File: src/rtl/player_controller.sv
// player_controller
//   Motion stage for one player sprite. Held direction keys become 16px,
//   tile-aligned hops on the 40x30 playfield. Each hop is animated over
//   HOP_FRAMES VGA frame ticks, moving HOP_PX pixels per tick.
//
// Ports
//   Clk, Reset      system clock / asynchronous active-high reset
//   frame_clk       VGA vsync (asynchronous to Clk), source of the frame tick
//   key_up/down/left/right  held direction levels (priority up>down>left>right)
//   respawn         1-cycle pulse: return to spawn, abort any hop
//   PX, PY          sprite top-left pixel position
//   facing          00 up, 01 down, 10 left, 11 right
//   moving          high while a hop is in progress
//
// Build option
//   HOP_BUFFER_EN   when defined, adds a 1-entry direction buffer so that a key
//                   seen during a hop chains straight into the next hop.
module player_controller #(
  parameter logic [9:0] START_X    = 10'd304,
  parameter logic [9:0] START_Y    = 10'd448,
  parameter logic [3:0] HOP_PX     = 4'd2,
  parameter logic [3:0] HOP_FRAMES = 4'd8,
  parameter logic [9:0] X_MAX      = 10'd624,
  parameter logic [9:0] Y_MAX      = 10'd464
) (
  input  logic       Clk,
  input  logic       Reset,
  input  logic       frame_clk,
  input  logic       key_up,
  input  logic       key_down,
  input  logic       key_left,
  input  logic       key_right,
  input  logic       respawn,
  output logic [9:0] PX,
  output logic [9:0] PY,
  output logic [1:0] facing,
  output logic       moving
);

  localparam logic [1:0] DIR_UP    = 2'b00;
  localparam logic [1:0] DIR_DOWN  = 2'b01;
  localparam logic [1:0] DIR_LEFT  = 2'b10;
  localparam logic [1:0] DIR_RIGHT = 2'b11;
  localparam logic [9:0] TILE      = 10'd16;
  localparam logic [9:0] STEP      = {6'd0, HOP_PX};

  typedef enum logic {IDLE, HOP} state_t;

  state_t     state, state_nxt;
  logic [3:0] cnt;

  // ---------------------------------------------------------------------
  // Frame tick: 2-flop synchroniser, a history flop for edge detection and
  // a registered pulse (high for one cycle, 3 Clk edges after the rise).
  // ---------------------------------------------------------------------
  logic fc_s0, fc_s1, fc_s2, tick;

  always_ff @(posedge Clk or posedge Reset) begin
    if (Reset) begin
      fc_s0 <= 1'b0;
      fc_s1 <= 1'b0;
      fc_s2 <= 1'b0;
      tick  <= 1'b0;
    end else begin
      fc_s0 <= frame_clk;
      fc_s1 <= fc_s0;
      fc_s2 <= fc_s1;
      tick  <= fc_s1 & ~fc_s2;
    end
  end

  // ---------------------------------------------------------------------
  // Direction request with fixed priority
  // ---------------------------------------------------------------------
  logic       req_vld;
  logic [1:0] req_dir;

  always_comb begin
    req_vld = key_up | key_down | key_left | key_right;
    req_dir = DIR_RIGHT;
    if      (key_up)   req_dir = DIR_UP;
    else if (key_down) req_dir = DIR_DOWN;
    else if (key_left) req_dir = DIR_LEFT;
  end

  // True when a full tile hop from (x,y) in direction d stays on the field.
  // Checking once at hop start keeps every intermediate step in range.
  function automatic logic fits(input logic [1:0] d, input logic [9:0] x,
                                input logic [9:0] y);
    case (d)
      DIR_UP:   fits = (y >= TILE);
      DIR_DOWN: fits = (y <= Y_MAX - TILE);
      DIR_LEFT: fits = (x >= TILE);
      default:  fits = (x <= X_MAX - TILE);
    endcase
  endfunction

  // Position after one animation step in the current facing direction
  logic [9:0] step_x, step_y;

  always_comb begin
    step_x = PX;
    step_y = PY;
    case (facing)
      DIR_UP:    step_y = PY - STEP;
      DIR_DOWN:  step_y = PY + STEP;
      DIR_LEFT:  step_x = PX - STEP;
      default:   step_x = PX + STEP;
    endcase
  end

  // ---------------------------------------------------------------------
  // Optional direction buffer. The request on the landing tick itself takes
  // precedence over an older buffered one (last one wins).
  // ---------------------------------------------------------------------
  logic       eff_vld;
  logic [1:0] eff_dir;
  logic       chain_ok;

`ifdef HOP_BUFFER_EN
  logic       buf_vld;
  logic [1:0] buf_dir;

  always_comb begin
    eff_vld  = req_vld | buf_vld;
    eff_dir  = req_vld ? req_dir : buf_dir;
    // Bounds are judged from the landing tile, i.e. after the final step.
    chain_ok = eff_vld & fits(eff_dir, step_x, step_y);
  end
`else
  always_comb begin
    eff_vld  = 1'b0;
    eff_dir  = DIR_UP;
    chain_ok = 1'b0;
  end
`endif

  // ---------------------------------------------------------------------
  // FSM: state register / next state / outputs + control strobes
  // ---------------------------------------------------------------------
  logic idle_req, start_hop, hop_step, last_step, hop_end;

  always_ff @(posedge Clk or posedge Reset) begin
    if (Reset) state <= IDLE;
    else       state <= state_nxt;
  end

  always_comb begin
    state_nxt = state;
    if (respawn) begin
      state_nxt = IDLE;
    end else begin
      case (state)
        IDLE:    if (start_hop) state_nxt = HOP;
        HOP:     if (hop_end && !chain_ok) state_nxt = IDLE;
        default: state_nxt = IDLE;
      endcase
    end
  end

  always_comb begin
    moving    = (state == HOP);
    last_step = (cnt == HOP_FRAMES - 4'd1);
    idle_req  = tick & (state == IDLE) & req_vld;
    start_hop = idle_req & fits(req_dir, PX, PY);
    hop_step  = tick & (state == HOP);
    hop_end   = hop_step & last_step;
  end

  // ---------------------------------------------------------------------
  // Position / facing / step counter. respawn outranks any tick.
  // ---------------------------------------------------------------------
  always_ff @(posedge Clk or posedge Reset) begin
    if (Reset) begin
      PX     <= START_X;
      PY     <= START_Y;
      facing <= DIR_UP;
      cnt    <= 4'd0;
    end else if (respawn) begin
      PX     <= START_X;
      PY     <= START_Y;
      facing <= DIR_UP;
      cnt    <= 4'd0;
    end else if (idle_req) begin
      // Facing turns even when the hop is refused at the edge.
      facing <= req_dir;
      cnt    <= 4'd0;
    end else if (hop_step) begin
      PX <= step_x;
      PY <= step_y;
      if (last_step) begin
        cnt <= 4'd0;
        if (eff_vld) facing <= eff_dir;
      end else begin
        cnt <= cnt + 4'd1;
      end
    end
  end

`ifdef HOP_BUFFER_EN
  always_ff @(posedge Clk or posedge Reset) begin
    if (Reset) begin
      buf_vld <= 1'b0;
      buf_dir <= DIR_UP;
    end else if (respawn) begin
      buf_vld <= 1'b0;
      buf_dir <= DIR_UP;
    end else if (hop_step) begin
      if (last_step) begin
        buf_vld <= 1'b0;
      end else if (req_vld) begin
        buf_vld <= 1'b1;
        buf_dir <= req_dir;
      end
    end
  end
`endif

endmodule

File: config.mk
export PLATFORM = sky130hd
export DESIGN_NAME = player_controller
export DESIGN_NICKNAME = d
export VERILOG_FILES = /design/src/rtl/player_controller.sv
export SDC_FILE = /design/constraint.sdc
export NUM_CORES = 1
export LEC_CHECK = 0
export ABC_CLOCK_PERIOD_IN_PS = 2550
export CAP_MARGIN = 10
export CORE_UTILIZATION = 45
export DETAILED_ROUTE_END_ITERATION = 7
export MAX_ROUTING_LAYER = met4
export PLACE_DENSITY = 0.69
export SLEW_MARGIN = 15
export SYNTH_ARGS = -nofsm -noshare
export SYNTH_HDL_FRONTEND = slang
export SYNTH_SLANG_ARGS = --single-unit
File: constraint.sdc
create_clock -name Clk -period 2.55 [get_ports Clk]
set_input_delay 0.51 -clock Clk [delete_from_list [all_inputs] [get_ports Clk]]
set_output_delay 0.51 -clock Clk [all_outputs]
set_load 0.01 [all_outputs]
==> results.sh, run 1 <==
export IMPL_maxCapViolations=0
export IMPL_rsz0062_at_grt="true"
export IMPL_finalHoldViolCount=0
export IMPL_routed_wirelength_mm=4.62
export IMPL_post_place_ws_ns=0.0993
export IMPL_clk_path_buf_depth=2
export IMPL_r2r_end="PX[9]$_DFFE_PP0P_"
export IMPL_hold_depth=0
export IMPL_seq_area_frac_synth_pct=37.0
export IMPL_start_kind="flip-flop"
export IMPL_cp_data_required_time_ns=2.71
export IMPL_root_buffer="clkbuf_8"
export IMPL_final_area_mm2=0.00247
export IMPL_grt_max_degree=30
export IMPL_fin_cells=306
export IMPL_hpwl_mm=3.29
export IMPL_p_sw_share_pct=26.1
export IMPL_multi_input_area_mm2=0.00119
export IMPL_ys_top_cells_by_area="dfrtp_1 29%, ha_1 9.5%, dfstp_2 8.0%"
export IMPL_cts_clk_slew_worst_paths_ns=0.07
export IMPL_tns_ns=0
export IMPL_cp_data_arrival_time_ns=2.58
export IMPL_synth_cell_types=48
export IMPL_area_growth_pct=24.6
export IMPL_fill_cells=374
export IMPL_drt_iter0_drc=116
export IMPL_final_nets=280
export IMPL_post_dp_cell_area_mm2=0.00236
export IMPL_setup_ws_ns=0.127
export IMPL_htreeDepth=2
export IMPL_clock_sinks=29
export IMPL_p_comb_share_pct=15.1
export IMPL_io_pins=31
export IMPL_path_max_fanout=6
export IMPL_cp_slowest_cell="dfrtp_1"
export IMPL_fmax_mhz=413
export IMPL_power_share_clock_pct=39.3
export IMPL_synth_seq_cells=29
export IMPL_final_max_slew_viol_count=0
export IMPL_antenna_cells=0
export IMPL_grt_overflow_total=0
export IMPL_synth_async_sr_flop_share_pct=100
export IMPL_p_leak_nw=1.08
export IMPL_die_width_um=68.3
export IMPL_drc=0
export IMPL_synth_most_common_cell="dfrtp_1"
export IMPL_fin_crit_sh_pct=95.0
export IMPL_hp_class="reg -> reg"
export IMPL_yosysTopAreaCellShare_pct=29.1
export IMPL_register_area_um2=733
export IMPL_post_route_min_period_ns=2.42
export IMPL_power_internal_uw=791
export IMPL_grt_use_total_pct=22.1
export IMPL_drive_gt1_share_pct=10.9
export IMPL_switchingPower_uw=279
export IMPL_die_area_mm2=0.00467
export IMPL_sequentialPowerShare_pct=45.6
export IMPL_finalSetupViolCount=0
export IMPL_dieHeight_um=68.3
export IMPL_worstRegToRegCells=8
export IMPL_grt_pass1_vias=1564
export IMPL_clock_latency_ns=0.27
export IMPL_portBuffers=28
export IMPL_wl_per_cell_um=15.1
export IMPL_synth_main_ff_cell="dfrtp_1"
export IMPL_synth_edff_count=0
export IMPL_max_stage_delay_ns=0.40
export IMPL_firstDrtPassIters=4
export IMPL_rows=23
export IMPL_path_class="reg -> reg"
export IMPL_netlist_top_cells_count="23 x dfrtp_1, 20 x nor2_1, 19 x a21oi_1, 18 x nand2_1, 15 x ha_1"
export IMPL_vias_per_cell=5.66
export IMPL_ir_drop_mv=0.417
export IMPL_holdPathEnd="fc_s1$_DFF_PP0_"
export IMPL_grt_first_pass_wirelength_mm=7.41
export IMPL_cts_tree="done"
export IMPL_ant_nets=0
export IMPL_synth_cells=218
export IMPL_place_congestion=0.854
export IMPL_path_cells="nor2b_1, buf_4, fa_1, a211oi_2, o211ai_1, a21oi_1, mux2i_1, mux2_1"
export IMPL_power_density_mw_per_mm2=433
export IMPL_coreArea_mm2=0.00412
export IMPL_numCtsBuffers=5
export IMPL_syn_area_mm2=0.00198
export IMPL_vias=1731
export IMPL_yosysWarnings=0
export IMPL_fin_hold_ws_ns=0.346
export IMPL_hold_start="fc_s0$_DFF_PP0_"
export IMPL_antenna_found_initial=0
export IMPL_cp_end_kind="flip-flop"
export IMPL_worstReg2RegStart="facing[1]$_DFFE_PP0P_"
export IMPL_synth_top_area_cell="dfrtp_1"
export IMPL_status="finished, final reports clean"
export IMPL_finalClockSkew_ns=0.00585
export IMPL_rrSetupSlack_ns=0.13
export IMPL_initial_core_util_pct=48.1
export IMPL_synth_avg_cell_area_um2=9.09
export IMPL_dpl_cell_count=298
## area by class of cell
cell class,count,share of cell area (%)
multi-input combinational,174,48.2
inverter,7,1.06
tap,50,2.53
clock buffer,7,3.90
timing repair buffer,38,14.4
sequential,29,29.7
clock inverter,1,0.203
## cell families (layout without fill, tap and decap cells)
logic type / after synthesis / after routing / synth area share (%)
simple gates: 76 / 76 / 19.8
compound gates: 63 / 63 / 20.4
flops: 29 / 29 / 37.0
fa+ha+maj: 17 / 17 / 11.5
buf+inv: 16 / 53 / 3.47
xor+xnor: 10 / 10 / 4.42
mux: 6 / 6 / 3.16
other cells: 1 / 2 / 0.189
## power groups by stage
stage          Combinational (mW)  Sequential, mW  Clock, mW
6_report                    0.162           0.488      0.420
5_1_grt                     0.181           0.489      0.447
4_1_cts                     0.161           0.488      0.432
3_5_place_dp                0.160           0.496          0
3_3_place_gp                0.160           0.496          0
2_1_floorplan               0.105           0.493          0
## layer usage
metal,share of wire (%),up-vias,track usage (%)
li1,-,870,-
met1,52,822,32.0
met2,44,35,31.5
met3,4.0,4,4.17
met4,0.48,0,4.95
met5,0,-,-
## registers in the layout, summed over array words and instances (netlist names)
name and count:
PY 9, fc_s0 1, fc_s2 1, facing 2
PX 9, tick 1, fc_s1 1, moving 1
cnt 4
## through the flow
step	power [mW]	utilization (%)
after floorplan	0.598	-
after global placement	0.656	57.3
after detailed placement	0.655	57.3
after CTS	1.08	59.8
after global routing	1.12	60.0
final	1.07	60.0
## repair_timing
item,in CTS,in global routing
setup buffers,0,0
gates resized for setup,0,2
endpoints found under the setup margin,0,2
hold buffers,0,0
hold endpoints to repair,0,0
## layout by cell type, fill, tap and decap left out, drive strengths merged, types with 3 or more instances in the layout
cell           count
nor2              20
buf               10
xor2               6
a31oi              3
a21o               3
xnor2              4
o21a               4
clkdlybuf4s50     28
nand3              6
clkbuf             7
a211oi             6
inv                7
dfrtp             23
or4                5
nor2b              5
dfstp              6
nand2             18
o211ai             6
nor3               4
nor4               5
ha                15
o21ai             11
a21oi             19
mux2i              4
## critical path, delay by kind of cell, from the launching register on
family / cells / cell delay [ns]
and+or+nand+nor: 1 / 0.21
DFF: 1 / 0.40
AOI/OAI and AO/OA: 3 / 0.56
muxes: 2 / 0.57
adders and majority gates: 1 / 0.40
buffers and inverters: 1 / 0.16
## how the worst max path moves through the flow
stage	startpoint	endpoint	slack, ns	depth (start not counted)
after floorplan	facing[1]$_DFFE_PP0P_	PX[9]$_DFFE_PP0P_	0.06	7
after global placement	facing[1]$_DFFE_PP0P_	PY[9]$_DFFE_PP0P_	0.13	6
after detailed placement	facing[1]$_DFFE_PP0P_	PX[9]$_DFFE_PP0P_	0.1	8
after CTS	facing[1]$_DFFE_PP0P_	PX[9]$_DFFE_PP0P_	0.08	8
after global routing	facing[1]$_DFFE_PP0P_	PX[9]$_DFFE_PP0P_	-0.04	7
final	facing[1]$_DFFE_PP0P_	PX[9]$_DFFE_PP0P_	0.13	8
(Power assumes the default switching activity.)
==> run 2, diff against run 1 <==
--- a/config.mk
+++ b/config.mk
@@ -10,7 +10,8 @@
 export CORE_UTILIZATION = 45
 export DETAILED_ROUTE_END_ITERATION = 7
 export MAX_ROUTING_LAYER = met4
-export PLACE_DENSITY = 0.69
+export PLACE_DENSITY_LB_ADDON = 0.2
+export SKIP_LAST_GASP = 1
 export SLEW_MARGIN = 15
 export SYNTH_ARGS = -nofsm -noshare
 export SYNTH_HDL_FRONTEND = slang
==> run 2 against run 1 <==
Net effect:
- sequential cell count stayed put
- global-route usage is 0.14 points lower
- die area stayed put
- hold slack better by 0.0064 ns
- final cell count is 0.98% lower
- largest cell class unchanged
- highest routed layer unchanged
==> results.sh, run 2 (synthesis results as in run 1) <==
export IMPL_r2r_end="PY[9]$_DFFE_PP0P_"
export IMPL_met2_usage_pct=30.9
export IMPL_place_congestion=0.899
export IMPL_final_nets=277
export IMPL_finalHoldViolCount=0
export IMPL_grt_pass1_vias=1544
export IMPL_drive_gt1_share_pct=9.88
export IMPL_area_growth_pct=23.0
export IMPL_start_kind="flip-flop"
export IMPL_power_share_clock_pct=36.3
export IMPL_ir_drop_mv=0.422
export IMPL_drc=0
export IMPL_rsz0062_at_grt="false"
export IMPL_cp_data_required_time_ns=2.71
export IMPL_cts_clk_slew_worst_paths_ns=0.07
export IMPL_ant_nets=0
export IMPL_use_met1_pct=31.6
export IMPL_worstRegToRegCells=7
export IMPL_wl_per_cell_um=15.2
export IMPL_clk_path_buf_depth=2
export IMPL_die_area_mm2=0.00467
export IMPL_hold_start="fc_s0$_DFF_PP0_"
export IMPL_post_route_min_period_ns=2.33
export IMPL_register_area_um2=734
export IMPL_holdPathEnd="fc_s1$_DFF_PP0_"
export IMPL_multi_input_area_mm2=0.00120
export IMPL_antenna_cells=0
export IMPL_tns_ns=0
export IMPL_rows=23
export IMPL_firstDrtPassIters=4
export IMPL_fill_cells=382
export IMPL_dieHeight_um=68.3
export IMPL_finalClockSkew_ns=0.00747
export IMPL_power_density_mw_per_mm2=419
export IMPL_antenna_found_initial=0
export IMPL_initial_core_util_pct=48.1
export IMPL_path_max_fanout=9
export IMPL_finalSetupViolCount=0
export IMPL_power_internal_uw=736
export IMPL_drt_iter0_drc=128
export IMPL_hold_depth=0
export IMPL_grt_max_degree=30
export IMPL_clock_latency_ns=0.28
export IMPL_path_class="reg -> reg"
export IMPL_p_sw_share_pct=27.9
export IMPL_use_met3_pct=4.67
export IMPL_coreArea_mm2=0.00412
export IMPL_routed_wirelength_mm=4.59
export IMPL_vias=1728
export IMPL_hp_class="reg -> reg"
export IMPL_clock_sinks=29
export IMPL_final_max_slew_viol_count=0
export IMPL_reg_top3="PX (9), PY (9), cnt (4)"
export IMPL_path_cells="nand2b_4, ha_1, nor2b_1, o31a_1, o22ai_1, mux2i_1, mux2_1"
export IMPL_utilization_pct=59.2
export IMPL_finalPower_mw=1.02
export IMPL_io_pins=31
export IMPL_worst_pin_slew_ns=0.591
export IMPL_portBuffers=28
export IMPL_cts_tree="done"
export IMPL_die_width_um=68.3
export IMPL_htreeDepth=2
export IMPL_grt_use_total_pct=21.9
export IMPL_grt_overflow_total=0
export IMPL_maxSlewHeadroom_pct=60.5
export IMPL_fmax_mhz=430
export IMPL_post_place_ws_ns=0.00248
export IMPL_fin_hold_ws_ns=0.353
export IMPL_switchingPower_uw=285
export IMPL_max_stage_delay_ns=0.45
export IMPL_layout_common_cells="28 x clkdlybuf4s50_1, 22 x dfrtp_1, 20 x nor2_1, 19 x a21oi_1, 18 x nand2_1"
export IMPL_numCtsBuffers=5
export IMPL_sequentialPowerShare_pct=47.8
export IMPL_p_comb_share_pct=15.8
export IMPL_maxCapViolations=0
export IMPL_vias_per_cell=5.70
export IMPL_layout_commonest_cell="clkdlybuf4s50_1"
export IMPL_status="finished, final reports clean"
export IMPL_grt_first_pass_wirelength_mm=7.39
export IMPL_fin_crit_sh_pct=91.3
export IMPL_rrSetupSlack_ns=0.22
export IMPL_root_buffer="clkbuf_8"
export IMPL_cp_end_kind="flip-flop"
export IMPL_grt_busiest_layer="met1"
export IMPL_worstReg2RegStart="facing[1]$_DFFE_PP0P_"
export IMPL_setup_ws_ns=0.223
export IMPL_p_leak_nw=1.06
export IMPL_hpwl_mm=3.34
export IMPL_cp_data_arrival_time_ns=2.49
export IMPL_cp_slowest_cell="dfrtp_2"
==> run 2: layout make-up <==
| cell class | count | area share [%] |
|---|---|---|
| Inverter | 7 | 1.08 |
| Clock buffer | 6 | 2.98 |
| Clock inverter | 2 | 0.411 |
| Timing Repair Buffer | 35 | 13.7 |
| Sequential cell | 29 | 30.1 |
| Tap cell | 50 | 2.57 |
| Multi-Input combinational cell | 174 | 49.2 |
==> run 2: worst max path at each step <==
stage / end / slack, ns / cells past startpoint / start
global placement: PX[9]$_DFFE_PP0P_ / 0.09 / 7 / facing[1]$_DFFE_PP0P_
finish: PY[9]$_DFFE_PP0P_ / 0.22 / 7 / facing[1]$_DFFE_PP0P_
global route: PX[9]$_DFFE_PP0P_ / 0.03 / 7 / facing[1]$_DFFE_PP0P_
floorplan: PX[9]$_DFFE_PP0P_ / 0.06 / 7 / facing[1]$_DFFE_PP0P_
CTS: PY[9]$_DFFE_PP0P_ / 0.03 / 6 / facing[1]$_DFFE_PP0P_
detailed placement: PX[9]$_DFFE_PP0P_ / 0.002 / 7 / facing[1]$_DFFE_PP0P_
==> run 2: power by group through the flow <==
stage	Clock (mW)	Combinational [mW]	Sequential, mW
after global routing	0.397	0.179	0.490
final	0.371	0.162	0.488
after global placement	0	0.157	0.496
after detailed placement	0	0.159	0.496
after floorplan	0	0.105	0.493
after CTS	0.377	0.160	0.488
==> run 2: stage by stage <==
stage | instance area, um2 | std cells
CTS | 2420 | 303
finish | 2440 | 303
global route | 2440 | 303
floorplan | 1980 | 219
global placement | 2340 | 295
detailed placement | 2340 | 295
==> run 2: critical path, delay by kind of cell, from the launching register on <==
kind / cells / cell delay [ns]
adder cells (fa/ha/maj): 1 / 0.34
AO/OA/AOI/OAI: 2 / 0.48
flip-flops: 1 / 0.45
multiplexers: 2 / 0.58
AND/OR/NAND/NOR: 2 / 0.37
==> run 2: routing by layer <==
metal	vias to the layer above	share of wire, %
met4	0	0.76
met3	4	3.3
met5	-	0
met1	829	52
met2	28	44
li1	867	-
==> run 2: timing repair <==
action	in CTS	in global routing
buffers inserted	0	0
resized for setup	1	4
setup endpoints to repair	1	3
hold buffers	0	0
==> run 3, diff against run 2 <==
--- a/config.mk
+++ b/config.mk
@@ -7,7 +7,7 @@
 export LEC_CHECK = 0
 export ABC_CLOCK_PERIOD_IN_PS = 2550
 export CAP_MARGIN = 10
-export CORE_UTILIZATION = 45
+export CORE_UTILIZATION = 29
 export DETAILED_ROUTE_END_ITERATION = 7
 export MAX_ROUTING_LAYER = met4
 export PLACE_DENSITY_LB_ADDON = 0.2
==> run 3 against run 2 <==
Net effect:
- sequential cell count stayed put
- cell area is 2.6% higher
- critical endpoint unchanged
- power is 6.7% higher
- routed wire length is 8.1% higher
- largest cell class unchanged
- sequential power hardly changed
- via count is 0.17% lower
- hold slack better by 0.0029 ns
- die area is 53% higher
==> results.sh, run 3 (synthesis results as in run 1) <==
export IMPL_clk_path_buf_depth=2
export IMPL_initial_core_util_pct=30.7
export IMPL_grt_pass1_vias=1685
export IMPL_multi_input_area_mm2=0.00119
export IMPL_vias=1725
export IMPL_met2_usage_pct=22.8
export IMPL_post_place_ws_ns=0.108
export IMPL_vias_per_cell=5.18
export IMPL_path_cells="nand2b_2, ha_1, or4_1, o22ai_1, mux2i_1, mux2_1"
export IMPL_worstRegToRegCells=6
export IMPL_clock_latency_ns=0.29
export IMPL_rows=29
export IMPL_cts_clk_slew_worst_paths_ns=0.07
export IMPL_finalPower_mw=1.09
export IMPL_reg_top3="PX (9), PY (9), cnt (4)"
export IMPL_rsz0062_at_grt="false"
export IMPL_die_area_mm2=0.00716
export IMPL_wl_per_cell_um=14.9
export IMPL_cp_data_arrival_time_ns=2.55
export IMPL_portBuffers=28
export IMPL_holdPathEnd="fc_s1$_DFF_PP0_"
export IMPL_hold_depth=0
export IMPL_grt_use_total_pct=15.7
export IMPL_cp_data_required_time_ns=2.72
export IMPL_p_leak_nw=1.08
export IMPL_htreeDepth=2
export IMPL_fin_crit_sh_pct=93.4
export IMPL_drc=0
export IMPL_r2r_end="PY[9]$_DFFE_PP0P_"
export IMPL_use_met3_pct=3.34
export IMPL_max_stage_delay_ns=0.53
export IMPL_routed_wirelength_mm=4.97
export IMPL_place_congestion=0.906
export IMPL_path_class="reg -> reg"
export IMPL_drive_gt1_share_pct=10.9
export IMPL_status="finished, final reports clean"
export IMPL_drt_iter0_drc=88
export IMPL_area_growth_pct=26.2
export IMPL_final_nets=280
export IMPL_worstReg2RegStart="facing[1]$_DFFE_PP0P_"
export IMPL_coreArea_mm2=0.00646
export IMPL_start_kind="flip-flop"
export IMPL_die_width_um=84.6
export IMPL_antenna_found_initial=0
export IMPL_cp_slowest_cell="or4_1"
export IMPL_hp_class="reg -> reg"
export IMPL_use_met1_pct=22.0
export IMPL_post_route_min_period_ns=2.38
export IMPL_grt_overflow_total=0
export IMPL_power_density_mw_per_mm2=436
export IMPL_worst_pin_slew_ns=0.648
export IMPL_maxCapViolations=0
export IMPL_crit_start="facing[1]$_DFFE_PP0P_"
export IMPL_register_area_um2=733
export IMPL_finalClockSkew_ns=0.0128
export IMPL_path_delay_family="simple AND/OR/NAND/NOR gates"
export IMPL_finalHoldViolCount=0
export IMPL_ant_nets=0
export IMPL_final_max_slew_viol_count=0
export IMPL_ir_drop_mv=0.237
export IMPL_layout_common_cells="28 x clkdlybuf4s50_1, 23 x dfrtp_1, 20 x nor2_1, 19 x a21oi_1, 18 x nand2_1"
export IMPL_cp_end_kind="flip-flop"
export IMPL_hold_buffers=0
export IMPL_numCtsBuffers=5
export IMPL_root_buffer="clkbuf_8"
export IMPL_firstDrtPassIters=7
export IMPL_antenna_cells=0
export IMPL_cts_tree="done"
export IMPL_path_max_fanout=8
export IMPL_layout_commonest_cell="clkdlybuf4s50_1"
export IMPL_final_area_mm2=0.00250
export IMPL_crit_cells=6
export IMPL_dieHeight_um=84.6
export IMPL_grt_first_pass_wirelength_mm=8.54
export IMPL_fill_cells=662
export IMPL_clock_sinks=29
export IMPL_fin_hold_ws_ns=0.356
export IMPL_io_pins=31
export IMPL_fmax_mhz=420
export IMPL_setup_ws_ns=0.167
export IMPL_maxSlewHeadroom_pct=56.7
export IMPL_finalSetupViolCount=0
export IMPL_tns_ns=0
export IMPL_grt_max_degree=30
export IMPL_hold_start="fc_s0$_DFF_PP0_"
export IMPL_grt_busiest_layer="met2"
export IMPL_post_dp_cell_area_mm2=0.00239
export IMPL_hpwl_mm=3.65
export IMPL_cp_num_buf_inv=0
export IMPL_rrSetupSlack_ns=0.17
run 3: where the power goes:
group / internal, mW / switching, mW / leakage (nW)
clock: 0.244 / 0.196 / 0.0542
sequential: 0.472 / 0.0151 / 0.374
combinational: 0.0748 / 0.0877 / 0.654
total: 0.791 / 0.299 / 1.08
run 3: repair_timing:
item                                    CTS  global route
endpoints found under the setup margin    0             3
setup buffers                             0             0
gates resized for setup                   0             2
run 3: worst max path at each step:
| stage | end |
|---|---|
| floorplan | PX[9]$_DFFE_PP0P_ |
| global placement | PY[9]$_DFFE_PP0P_ |
| detailed placement | PX[9]$_DFFE_PP0P_ |
| CTS | PX[9]$_DFFE_PP0P_ |
| global route | PX[9]$_DFFE_PP0P_ |
| finish | PY[9]$_DFFE_PP0P_ |
run 3: layer usage:
| layer | up-vias | part of all wire [%] |
|---|---|---|
| met5 | - | 0 |
| met4 | 0 | 1.1 |
| met3 | 7 | 3.9 |
| met2 | 32 | 43 |
| met1 | 812 | 52 |
| li1 | 874 | - |
run 3: metrics by stage:
stage	cells	utilization [%]
4_1_cts	333	38.6
2_1_floorplan	219	-
3_5_place_dp	325	37.1
6_report	333	38.7
5_1_grt	333	38.7
3_3_place_gp	325	37.1
run 3: area by class of cell:
cell class	count	area share, %
inverter	7	1.05
tap	77	3.85
timing repair buffer	38	14.2
sequential	29	29.3
clock inverter	1	0.200
multi-input combinational	174	47.5
clock buffer	7	3.85
